**src/rtl/zoom_config_sequencer_pkg.sv**
```systemverilog
// Shared types and default dimensions for the zoom configuration sequencer.
// The tuple layout {zoom_in, alg, k} matches the request/commit registers.
package zoom_config_sequencer_pkg;

  localparam int IMG_W = 160;
  localparam int IMG_H = 120;
  localparam int VGA_W = 640;
  localparam int VGA_H = 480;

  typedef enum logic [1:0] {
    K_1X = 2'd0,
    K_2X = 2'd1,
    K_4X = 2'd2,
    K_8X = 2'd3
  } k_lvl_t;

  typedef enum logic [1:0] {
    IDLE       = 2'd0,
    WAIT_FRAME = 2'd1,
    FLUSH      = 2'd2,
    APPLY      = 2'd3
  } state_t;

  typedef struct packed {
    logic   zoom_in;
    logic   alg;
    k_lvl_t k;
  } cfg_t;

  typedef struct packed {
    logic [9:0] w;
    logic [9:0] h;
    logic [9:0] ho;
    logic [9:0] vo;
    logic       crop;
  } geom_t;

endpackage

```
**src/rtl/zoom_config_sequencer_stabilizer.sv**
```systemverilog
// Holds the last sampled request tuple and counts how long it has been steady.
// stable_o rises once the same value has been seen DEBOUNCE_CYCLES times.
module zoom_config_sequencer_stabilizer #(
  parameter int DEBOUNCE_CYCLES = 1000000,
  parameter int W = 4
) (
  input  logic         clk,
  input  logic         reset,
  input  logic [W-1:0] sample_i,
  output logic [W-1:0] cand_o,
  output logic         stable_o
);

  localparam int CW = $clog2(DEBOUNCE_CYCLES);
  localparam logic [CW-1:0] CMAX = CW'(DEBOUNCE_CYCLES - 1);

  logic [W-1:0]  cand_q, cand_d;
  logic [CW-1:0] cnt_q, cnt_d;

  always_comb begin
    cand_d = cand_q;
    cnt_d  = cnt_q;
    if (sample_i != cand_q) begin
      cand_d = sample_i;
      cnt_d  = '0;
    end else if (cnt_q != CMAX) begin
      cnt_d = cnt_q + 1'b1;
    end
  end

  always_ff @(posedge clk) begin
    if (reset) begin
      cand_q <= '0;
      cnt_q  <= '0;
    end else begin
      cand_q <= cand_d;
      cnt_q  <= cnt_d;
    end
  end

  assign cand_o   = cand_q;
  assign stable_o = (cnt_q == CMAX);

endmodule

```
**src/rtl/zoom_config_sequencer.sv**
```systemverilog
// Frame-synchronous zoom configuration commit: debounce, wait for frame end,
// flush pipelines, then load cfg and display geometry in one cycle.
module zoom_config_sequencer
  import zoom_config_sequencer_pkg::*;
#(
  parameter int IMG_WIDTH       = IMG_W,
  parameter int IMG_HEIGHT      = IMG_H,
  parameter int VGA_WIDTH       = VGA_W,
  parameter int VGA_HEIGHT      = VGA_H,
  parameter int DEBOUNCE_CYCLES = 1000000,
  parameter int FLUSH_CYCLES    = 4
) (
  input  logic       clk,
  input  logic       reset,
  input  logic       zoom_in_out_req,
  input  logic       algorithm_req,
  input  logic [1:0] k_req,
  input  logic       frame_end,
  output logic       cfg_zoom_in_out,
  output logic       cfg_algorithm,
  output logic [1:0] cfg_k,
  output logic [9:0] display_width,
  output logic [9:0] display_height,
  output logic [9:0] h_offset,
  output logic [9:0] v_offset,
  output logic       crop_8x,
  output logic       pipe_flush,
  output logic       cfg_busy,
  output logic       cfg_update
);

  localparam int FW = $clog2(FLUSH_CYCLES + 1);
  localparam logic [FW-1:0] FLOAD = FW'(FLUSH_CYCLES);
  localparam logic [FW-1:0] FONE  = FW'(1);
  localparam logic [9:0] IW = 10'(IMG_WIDTH);
  localparam logic [9:0] IH = 10'(IMG_HEIGHT);
  localparam logic [9:0] VW = 10'(VGA_WIDTH);
  localparam logic [9:0] VH = 10'(VGA_HEIGHT);
  localparam geom_t GEOM_RST = '{
    w: IW, h: IH,
    ho: 10'((VGA_WIDTH - IMG_WIDTH) / 2),
    vo: 10'((VGA_HEIGHT - IMG_HEIGHT) / 2),
    crop: 1'b0
  };

  state_t        state_q, state_d;
  cfg_t          pend_q, pend_d;
  cfg_t          cfg_q;
  cfg_t          cand;
  logic [3:0]    cand_raw;
  logic          stable;
  logic [FW-1:0] fcnt_q, fcnt_d;
  geom_t         geom_q, geom_d;
  logic          flush_q, busy_q, upd_q;

  zoom_config_sequencer_stabilizer #(
    .DEBOUNCE_CYCLES(DEBOUNCE_CYCLES),
    .W(4)
  ) u_stab (
    .clk     (clk),
    .reset   (reset),
    .sample_i({zoom_in_out_req, algorithm_req, k_req}),
    .cand_o  (cand_raw),
    .stable_o(stable)
  );

  assign cand = cfg_t'(cand_raw);

  always_comb begin
    state_d = state_q;
    pend_d  = pend_q;
    fcnt_d  = fcnt_q;
    unique case (state_q)
      IDLE: begin
        if (stable && (cand != cfg_q)) state_d = WAIT_FRAME;
      end
      WAIT_FRAME: begin
        if (!stable) begin
          state_d = IDLE;
        end else if (frame_end) begin
          pend_d  = cand;
          fcnt_d  = FLOAD;
          state_d = FLUSH;
        end
      end
      FLUSH: begin
        if (fcnt_q == FONE) state_d = APPLY;
        else fcnt_d = fcnt_q - 1'b1;
      end
      APPLY: state_d = IDLE;
      default: state_d = IDLE;
    endcase
  end

  // 8x zoom-in never forms IMG<<3; it maps straight to a full-screen crop.
  always_comb begin
    geom_d = '0;
    if (pend_q.zoom_in && pend_q.k == K_8X) begin
      geom_d.w    = VW;
      geom_d.h    = VH;
      geom_d.crop = 1'b1;
    end else if (pend_q.k == K_1X) begin
      geom_d.w = IW;
      geom_d.h = IH;
    end else if (pend_q.zoom_in) begin
      geom_d.w = IW << pend_q.k;
      geom_d.h = IH << pend_q.k;
    end else begin
      geom_d.w = IW >> pend_q.k;
      geom_d.h = IH >> pend_q.k;
    end
    geom_d.ho = (VW - geom_d.w) >> 1;
    geom_d.vo = (VH - geom_d.h) >> 1;
  end

  always_ff @(posedge clk) begin
    if (reset) begin
      state_q <= IDLE;
      pend_q  <= '0;
      fcnt_q  <= '0;
      cfg_q   <= '0;
      geom_q  <= GEOM_RST;
      flush_q <= 1'b0;
      busy_q  <= 1'b0;
      upd_q   <= 1'b0;
    end else begin
      state_q <= state_d;
      pend_q  <= pend_d;
      fcnt_q  <= fcnt_d;
      flush_q <= (state_d == FLUSH);
      busy_q  <= (state_d != IDLE);
      upd_q   <= (state_d == APPLY);
      if (state_q == APPLY) begin
        cfg_q  <= pend_q;
        geom_q <= geom_d;
      end
    end
  end

  assign cfg_zoom_in_out = cfg_q.zoom_in;
  assign cfg_algorithm   = cfg_q.alg;
  assign cfg_k           = cfg_q.k;
  assign display_width   = geom_q.w;
  assign display_height  = geom_q.h;
  assign h_offset        = geom_q.ho;
  assign v_offset        = geom_q.vo;
  assign crop_8x         = geom_q.crop;
  assign pipe_flush      = flush_q;
  assign cfg_busy        = busy_q;
  assign cfg_update      = upd_q;

endmodule

```
**config.mk**
```make
export PLATFORM = sky130hd
export DESIGN_NAME = zoom_config_sequencer
export DESIGN_NICKNAME = d
export VERILOG_FILES = /design/src/rtl/zoom_config_sequencer_pkg.sv /design/src/rtl/zoom_config_sequencer_stabilizer.sv /design/src/rtl/zoom_config_sequencer.sv
export SDC_FILE = /design/constraint.sdc
export NUM_CORES = 1
export LEC_CHECK = 0
export ABC_AREA = 1
export CAP_MARGIN = 30
export CORE_ASPECT_RATIO = 0.9
export CORE_MARGIN = 4
export CORE_UTILIZATION = 41
export DETAILED_ROUTE_END_ITERATION = 10
export SLEW_MARGIN = 10
export SYNTH_ARGS = -nofsm -noshare
export SYNTH_HDL_FRONTEND = slang
export SYNTH_SLANG_ARGS = --single-unit
```
**constraint.sdc**
```tcl
create_clock -name clk -period 1.8 [get_ports clk]
set_input_delay 0.18 -clock clk [delete_from_list [all_inputs] [get_ports clk]]
set_output_delay 0.18 -clock clk [all_outputs]
set_load 0.02 [all_outputs]
```
==> impl_metrics.xml <==
<?xml version="1.0" encoding="UTF-8"?>
<metrics>
  <group name="timing">
    <metric name="grt_setup_unrepaired" unit="">false</metric>
    <metric name="final_max_slew_viol_count" unit="">0</metric>
    <metric name="finalSetupTns" unit="ns">0</metric>
    <metric name="final.setup_skew" unit="ns">0.009721</metric>
    <metric name="final_period_minus_worst_setup_slack" unit="ns">1.625</metric>
    <metric name="timing.final.crit_share" unit="%">90.26</metric>
    <metric name="final-setup-viol-count" unit="">0</metric>
    <metric name="fmaxAchievable" unit="MHz">615.5</metric>
    <metric name="hold_viol" unit="">0</metric>
  </group>
  <group name="logic_synthesis">
    <metric name="synthTopCellsByArea" unit="">sky130_fd_sc_hd__dfxtp_1, sky130_fd_sc_hd__nand2_1, sky130_fd_sc_hd__nor2_1</metric>
    <metric name="ys_ff_latch" unit="">74</metric>
    <metric name="seq_area_frac_synth" unit="%">43.95</metric>
    <metric name="synth.distinct_cells" unit="">35</metric>
    <metric name="cell_type_contributing_the_most_total_cell_area_after_synthesis" unit="">sky130_fd_sc_hd__dfxtp_1</metric>
    <metric name="post_synth.cell_area_avg" unit="µm²">7.037</metric>
    <metric name="synth_top_cell_area_share" unit="%">43.95</metric>
    <metric name="syn_inst" unit="">479</metric>
    <metric name="total_of_warnings_raised_by_yosys" unit="">0</metric>
    <metric name="netlist_area" unit="µm²">3371</metric>
  </group>
  <group name="global_route">
    <metric name="grt.met3_usage" unit="%">4.811</metric>
    <metric name="grt_pass1_wl" unit="mm">13.87</metric>
    <metric name="top_usage_layer" unit="">met2</metric>
    <metric name="pin_count_of_the_biggest_net_entering_global_routing" unit="">22</metric>
    <metric name="antenna_found_initial" unit="">0</metric>
    <metric name="grt_pass1_vias" unit="">2905</metric>
    <metric name="gr-usage-met1" unit="%">24.75</metric>
    <metric name="grt.overflow.total" unit="">0</metric>
    <metric name="grtUsageTotal" unit="%">17.58</metric>
    <metric name="grt_util_met2" unit="%">26.69</metric>
  </group>
  <group name="power">
    <metric name="leakagePower" unit="nW">1.730</metric>
    <metric name="pwr_dens" unit="nW/µm²">763.7</metric>
    <metric name="power.ir.vdd_worst" unit="mV">0.5054</metric>
    <metric name="power" unit="mW">3.199</metric>
  </group>
  <group name="clock_network">
    <metric name="cts.clk_slew.worst_paths" unit="ns">0.08</metric>
    <metric name="numCtsBuffers" unit="">9</metric>
    <metric name="postCtsResizedCells" unit="">0</metric>
    <metric name="clockBufferDepth" unit="">2</metric>
    <metric name="post-cts-setup-buffers" unit="">0</metric>
    <metric name="cts-htree-levels" unit="">3</metric>
    <metric name="clk_root_buffer_cell" unit="">sky130_fd_sc_hd__clkbuf_8</metric>
    <metric name="cts_hold_repair.buffers" unit="">0</metric>
    <metric name="clock-sinks" unit="">74</metric>
    <metric name="clock_tree_from_tritoncts" unit="">done</metric>
    <metric name="worstSkewPairLatency" unit="ns">0.34</metric>
  </group>
  <group name="drt">
    <metric name="drt_first_iter_violations" unit="">213</metric>
    <metric name="finalWirelength" unit="mm">8.173</metric>
    <metric name="route.detailed.wl_per_inst" unit="µm">12.79</metric>
    <metric name="detail_route.vias_per_cell" unit="">4.859</metric>
    <metric name="ant_nets" unit="">0</metric>
    <metric name="total_via_count_in_the_routed_design" unit="">3105</metric>
    <metric name="drc" unit="">0</metric>
    <metric name="first_pass_iters" unit="">5</metric>
  </group>
  <group name="floorplanning">
    <metric name="fp.dieArea" unit="µm²">9738</metric>
    <metric name="die_y" unit="µm">94.02</metric>
    <metric name="core.rowCount" unit="">31</metric>
    <metric name="initial_core_util" unit="%">41.98</metric>
    <metric name="die_extent_in_x" unit="µm">103.6</metric>
    <metric name="top_level_ports" unit="">55</metric>
    <metric name="core-area" unit="µm²">8029</metric>
  </group>
  <group name="final_layout">
    <metric name="design.final.nets" unit="">547</metric>
    <metric name="n_fill_cell" unit="">800</metric>
    <metric name="final_cells" unit="">639</metric>
    <metric name="final_layout_size_suffix_gt1_share" unit="%">6.296</metric>
    <metric name="diodes" unit="">0</metric>
    <metric name="area_growth_syn_to_layout" unit="%">24.28</metric>
    <metric name="postLayoutCellArea" unit="µm²">4189</metric>
  </group>
  <group name="critical_path">
    <metric name="worst_setup_path_start_kind" unit="">flop</metric>
    <metric name="r2r_setup_slack" unit="ns">0.18</metric>
    <metric name="critical-path-slowest-cell" unit="">sky130_fd_sc_hd__dfxtp_1</metric>
    <metric name="timing.critical_path.cells" unit="">ha_1, nand3_4, nor3_4, nand4_4, a21oi_1, nor2_1</metric>
    <metric name="reg2reg_to" unit="">fcnt_q[0]</metric>
    <metric name="worst_ep_arrival_time" unit="ns">1.86</metric>
    <metric name="crit_path_end_kind" unit="">flop</metric>
    <metric name="crit_path_max_incr_delay" unit="ns">0.36</metric>
    <metric name="cp_max_fo" unit="">15</metric>
    <metric name="worstRegToRegCells" unit="">6</metric>
    <metric name="r2r-start" unit="">u_stab.cnt_q[1]</metric>
    <metric name="worst-setup-path-type" unit="">reg2reg</metric>
    <metric name="worst_ep_required_time" unit="ns">2.03</metric>
  </group>
  <group name="placement">
    <metric name="placedInstanceArea" unit="µm²">3960</metric>
    <metric name="dp_hpwl" unit="mm">6.126</metric>
    <metric name="post-place-cells" unit="">623</metric>
    <metric name="place.gp.congestion" unit="">0.8560</metric>
    <metric name="number_of_buffers_added_on_ports" unit="">49</metric>
  </group>
  <group name="hold_path">
    <metric name="min_from" unit="">algorithm_req</metric>
    <metric name="whs_endpoint" unit="">u_stab.cand_o[2]</metric>
    <metric name="min_delay_path_depth" unit="">3</metric>
    <metric name="hp-class" unit="">in2reg</metric>
  </group>
  <group name="run">
    <metric name="maxCapViolCount" unit="">0</metric>
  </group>
  <group name="status">
    <metric name="run_status" unit="">finished clean</metric>
  </group>
</metrics>
==> worst max-delay path, delay by kind of cell, from the launching register on <==
| family | cells | cell delay (ns) |
|---|---|---|
| adder cells (fa/ha/maj) | 1 | 0.22 |
| AND/OR/NAND/NOR | 4 | 0.71 |
| flip-flops | 1 | 0.36 |
| AO/OA/AOI/OAI | 1 | 0.22 |
==> sequential cells by signal, summed over array words and instances, names as in the netlist, 2 cells and up <==
register        cells
cfg_k               2
display_height      9
display_width       8
fcnt_q              3
h_offset            7
pend_q              4
state_q             2
u_stab.cand_o       4
u_stab.cnt_q       20
v_offset            9
==> worst max path at each step <==
| stage | from | cells after the start | slack (ns) | endpoint |
|---|---|---|---|---|
| floorplan | u_stab.cnt_q[0] | 7 | 0.29 | fcnt_q[0] |
| global placement | reset | 9 | 0.16 | u_stab.cnt_q[0] |
| detailed placement | reset | 9 | 0.15 | u_stab.cnt_q[1] |
| CTS | u_stab.cnt_q[1] | 6 | 0.15 | fcnt_q[0] |
| global route | u_stab.cnt_q[1] | 6 | 0.03 | fcnt_q[0] |
| finish | u_stab.cnt_q[1] | 6 | 0.18 | fcnt_q[0] |
==> logic make-up (layout without fill, tap and decap cells) <==
kind of cell | Yosys count | count (layout) | share of synthesized area [%]
and+or+nand+nor | 254 | 254 | 32.29
buffers and inverters | 78 | 135 | 10.21
DFF | 74 | 74 | 43.95
AOI/OAI and AO/OA | 60 | 60 | 9.762
xor gates and xnor gates | 7 | 7 | 1.819
adders and majority gates | 5 | 5 | 1.856
other | 1 | 5 | 0.1113
==> through the flow <==
step,setup slack [ns],utilization [%],hold slack [ns]
5_1_grt,0.02540,52.17,0.4181
3_5_place_dp,0.1545,49.32,0.4327
6_report,0.1752,52.17,0.4091
4_1_cts,0.1522,52.17,0.3899
3_3_place_gp,0.1613,49.32,0.4302
2_1_floorplan,0.2927,-,0.3048
==> cell type report <==
| type | count | area, µm² | share of cell area, % |
|---|---|---|---|
| Clock inverter | 4 | 73.82 | 1.762 |
| Tap cell | 99 | 123.9 | 2.957 |
| Clock buffer | 12 | 155.1 | 3.704 |
| Sequential cell | 74 | 1481 | 35.36 |
| Timing Repair Buffer | 60 | 573.1 | 13.68 |
| Inverter | 59 | 221.5 | 5.287 |
| Multi-Input combinational cell | 331 | 1560 | 37.25 |
==> metal layers <==
metal | share of wire, % | vias to the layer above
li1 | - | 1612
met1 | 51 | 1405
met2 | 42 | 86
met3 | 6.2 | 2
met4 | 0.48 | 0
met5 | 0 | -
==> synth_stat cells <==
cell type                    n
sky130_fd_sc_hd__a21oi_1    30
sky130_fd_sc_hd__a22oi_1     2
sky130_fd_sc_hd__a31oi_1     4
sky130_fd_sc_hd__a32o_1      1
sky130_fd_sc_hd__and2_2      1
sky130_fd_sc_hd__buf_1       1
sky130_fd_sc_hd__buf_2       3
sky130_fd_sc_hd__buf_4       8
sky130_fd_sc_hd__buf_6       1
sky130_fd_sc_hd__clkbuf_1    5
sky130_fd_sc_hd__clkbuf_8    1
sky130_fd_sc_hd__clkinv_1    1
sky130_fd_sc_hd__conb_1      1
sky130_fd_sc_hd__dfxtp_1    74
sky130_fd_sc_hd__ha_1        5
sky130_fd_sc_hd__inv_1      58
sky130_fd_sc_hd__nand2_1   119
sky130_fd_sc_hd__nand2_2     1
sky130_fd_sc_hd__nand3_1    21
sky130_fd_sc_hd__nand3_2     1
sky130_fd_sc_hd__nand3_4     1
sky130_fd_sc_hd__nand4_1     7
sky130_fd_sc_hd__nand4_4     1
sky130_fd_sc_hd__nor2_1     87
sky130_fd_sc_hd__nor3_1     10
sky130_fd_sc_hd__nor3_4      2
sky130_fd_sc_hd__nor3b_1     2
sky130_fd_sc_hd__o211ai_1    1
sky130_fd_sc_hd__o21a_1      2
sky130_fd_sc_hd__o21ai_0    16
sky130_fd_sc_hd__o22ai_1     3
sky130_fd_sc_hd__o31ai_1     1
sky130_fd_sc_hd__or2_2       1
sky130_fd_sc_hd__xnor2_1     3
sky130_fd_sc_hd__xor2_1      4
==> cell usage in the layout, fill, tap and decap left out, types with 3 or more instances in the layout <==
master                              n
sky130_fd_sc_hd__a21oi_1           30
sky130_fd_sc_hd__a31oi_1            4
sky130_fd_sc_hd__buf_4             11
sky130_fd_sc_hd__clkbuf_8          11
sky130_fd_sc_hd__clkdlybuf4s50_1   49
sky130_fd_sc_hd__conb_1             5
sky130_fd_sc_hd__dfxtp_1           74
sky130_fd_sc_hd__ha_1               5
sky130_fd_sc_hd__inv_1             58
sky130_fd_sc_hd__nand2_1          119
sky130_fd_sc_hd__nand3_1           21
sky130_fd_sc_hd__nand4_1            7
sky130_fd_sc_hd__nor2_1            87
sky130_fd_sc_hd__nor3_1            10
sky130_fd_sc_hd__o21ai_0           16
sky130_fd_sc_hd__o22ai_1            3
sky130_fd_sc_hd__xnor2_1            3
sky130_fd_sc_hd__xor2_1             4
==> power by group <==
group	internal (mW)	leakage (nW)	switching [mW]	total, mW
logic	0.0302	1.02	0.0562	0.0864
registers	1.64	0.597	0.00624	1.65
clock network	0.858	0.117	0.608	1.47
total	2.53	1.73	0.670	3.20
Power figures use the tool's default switching activity.
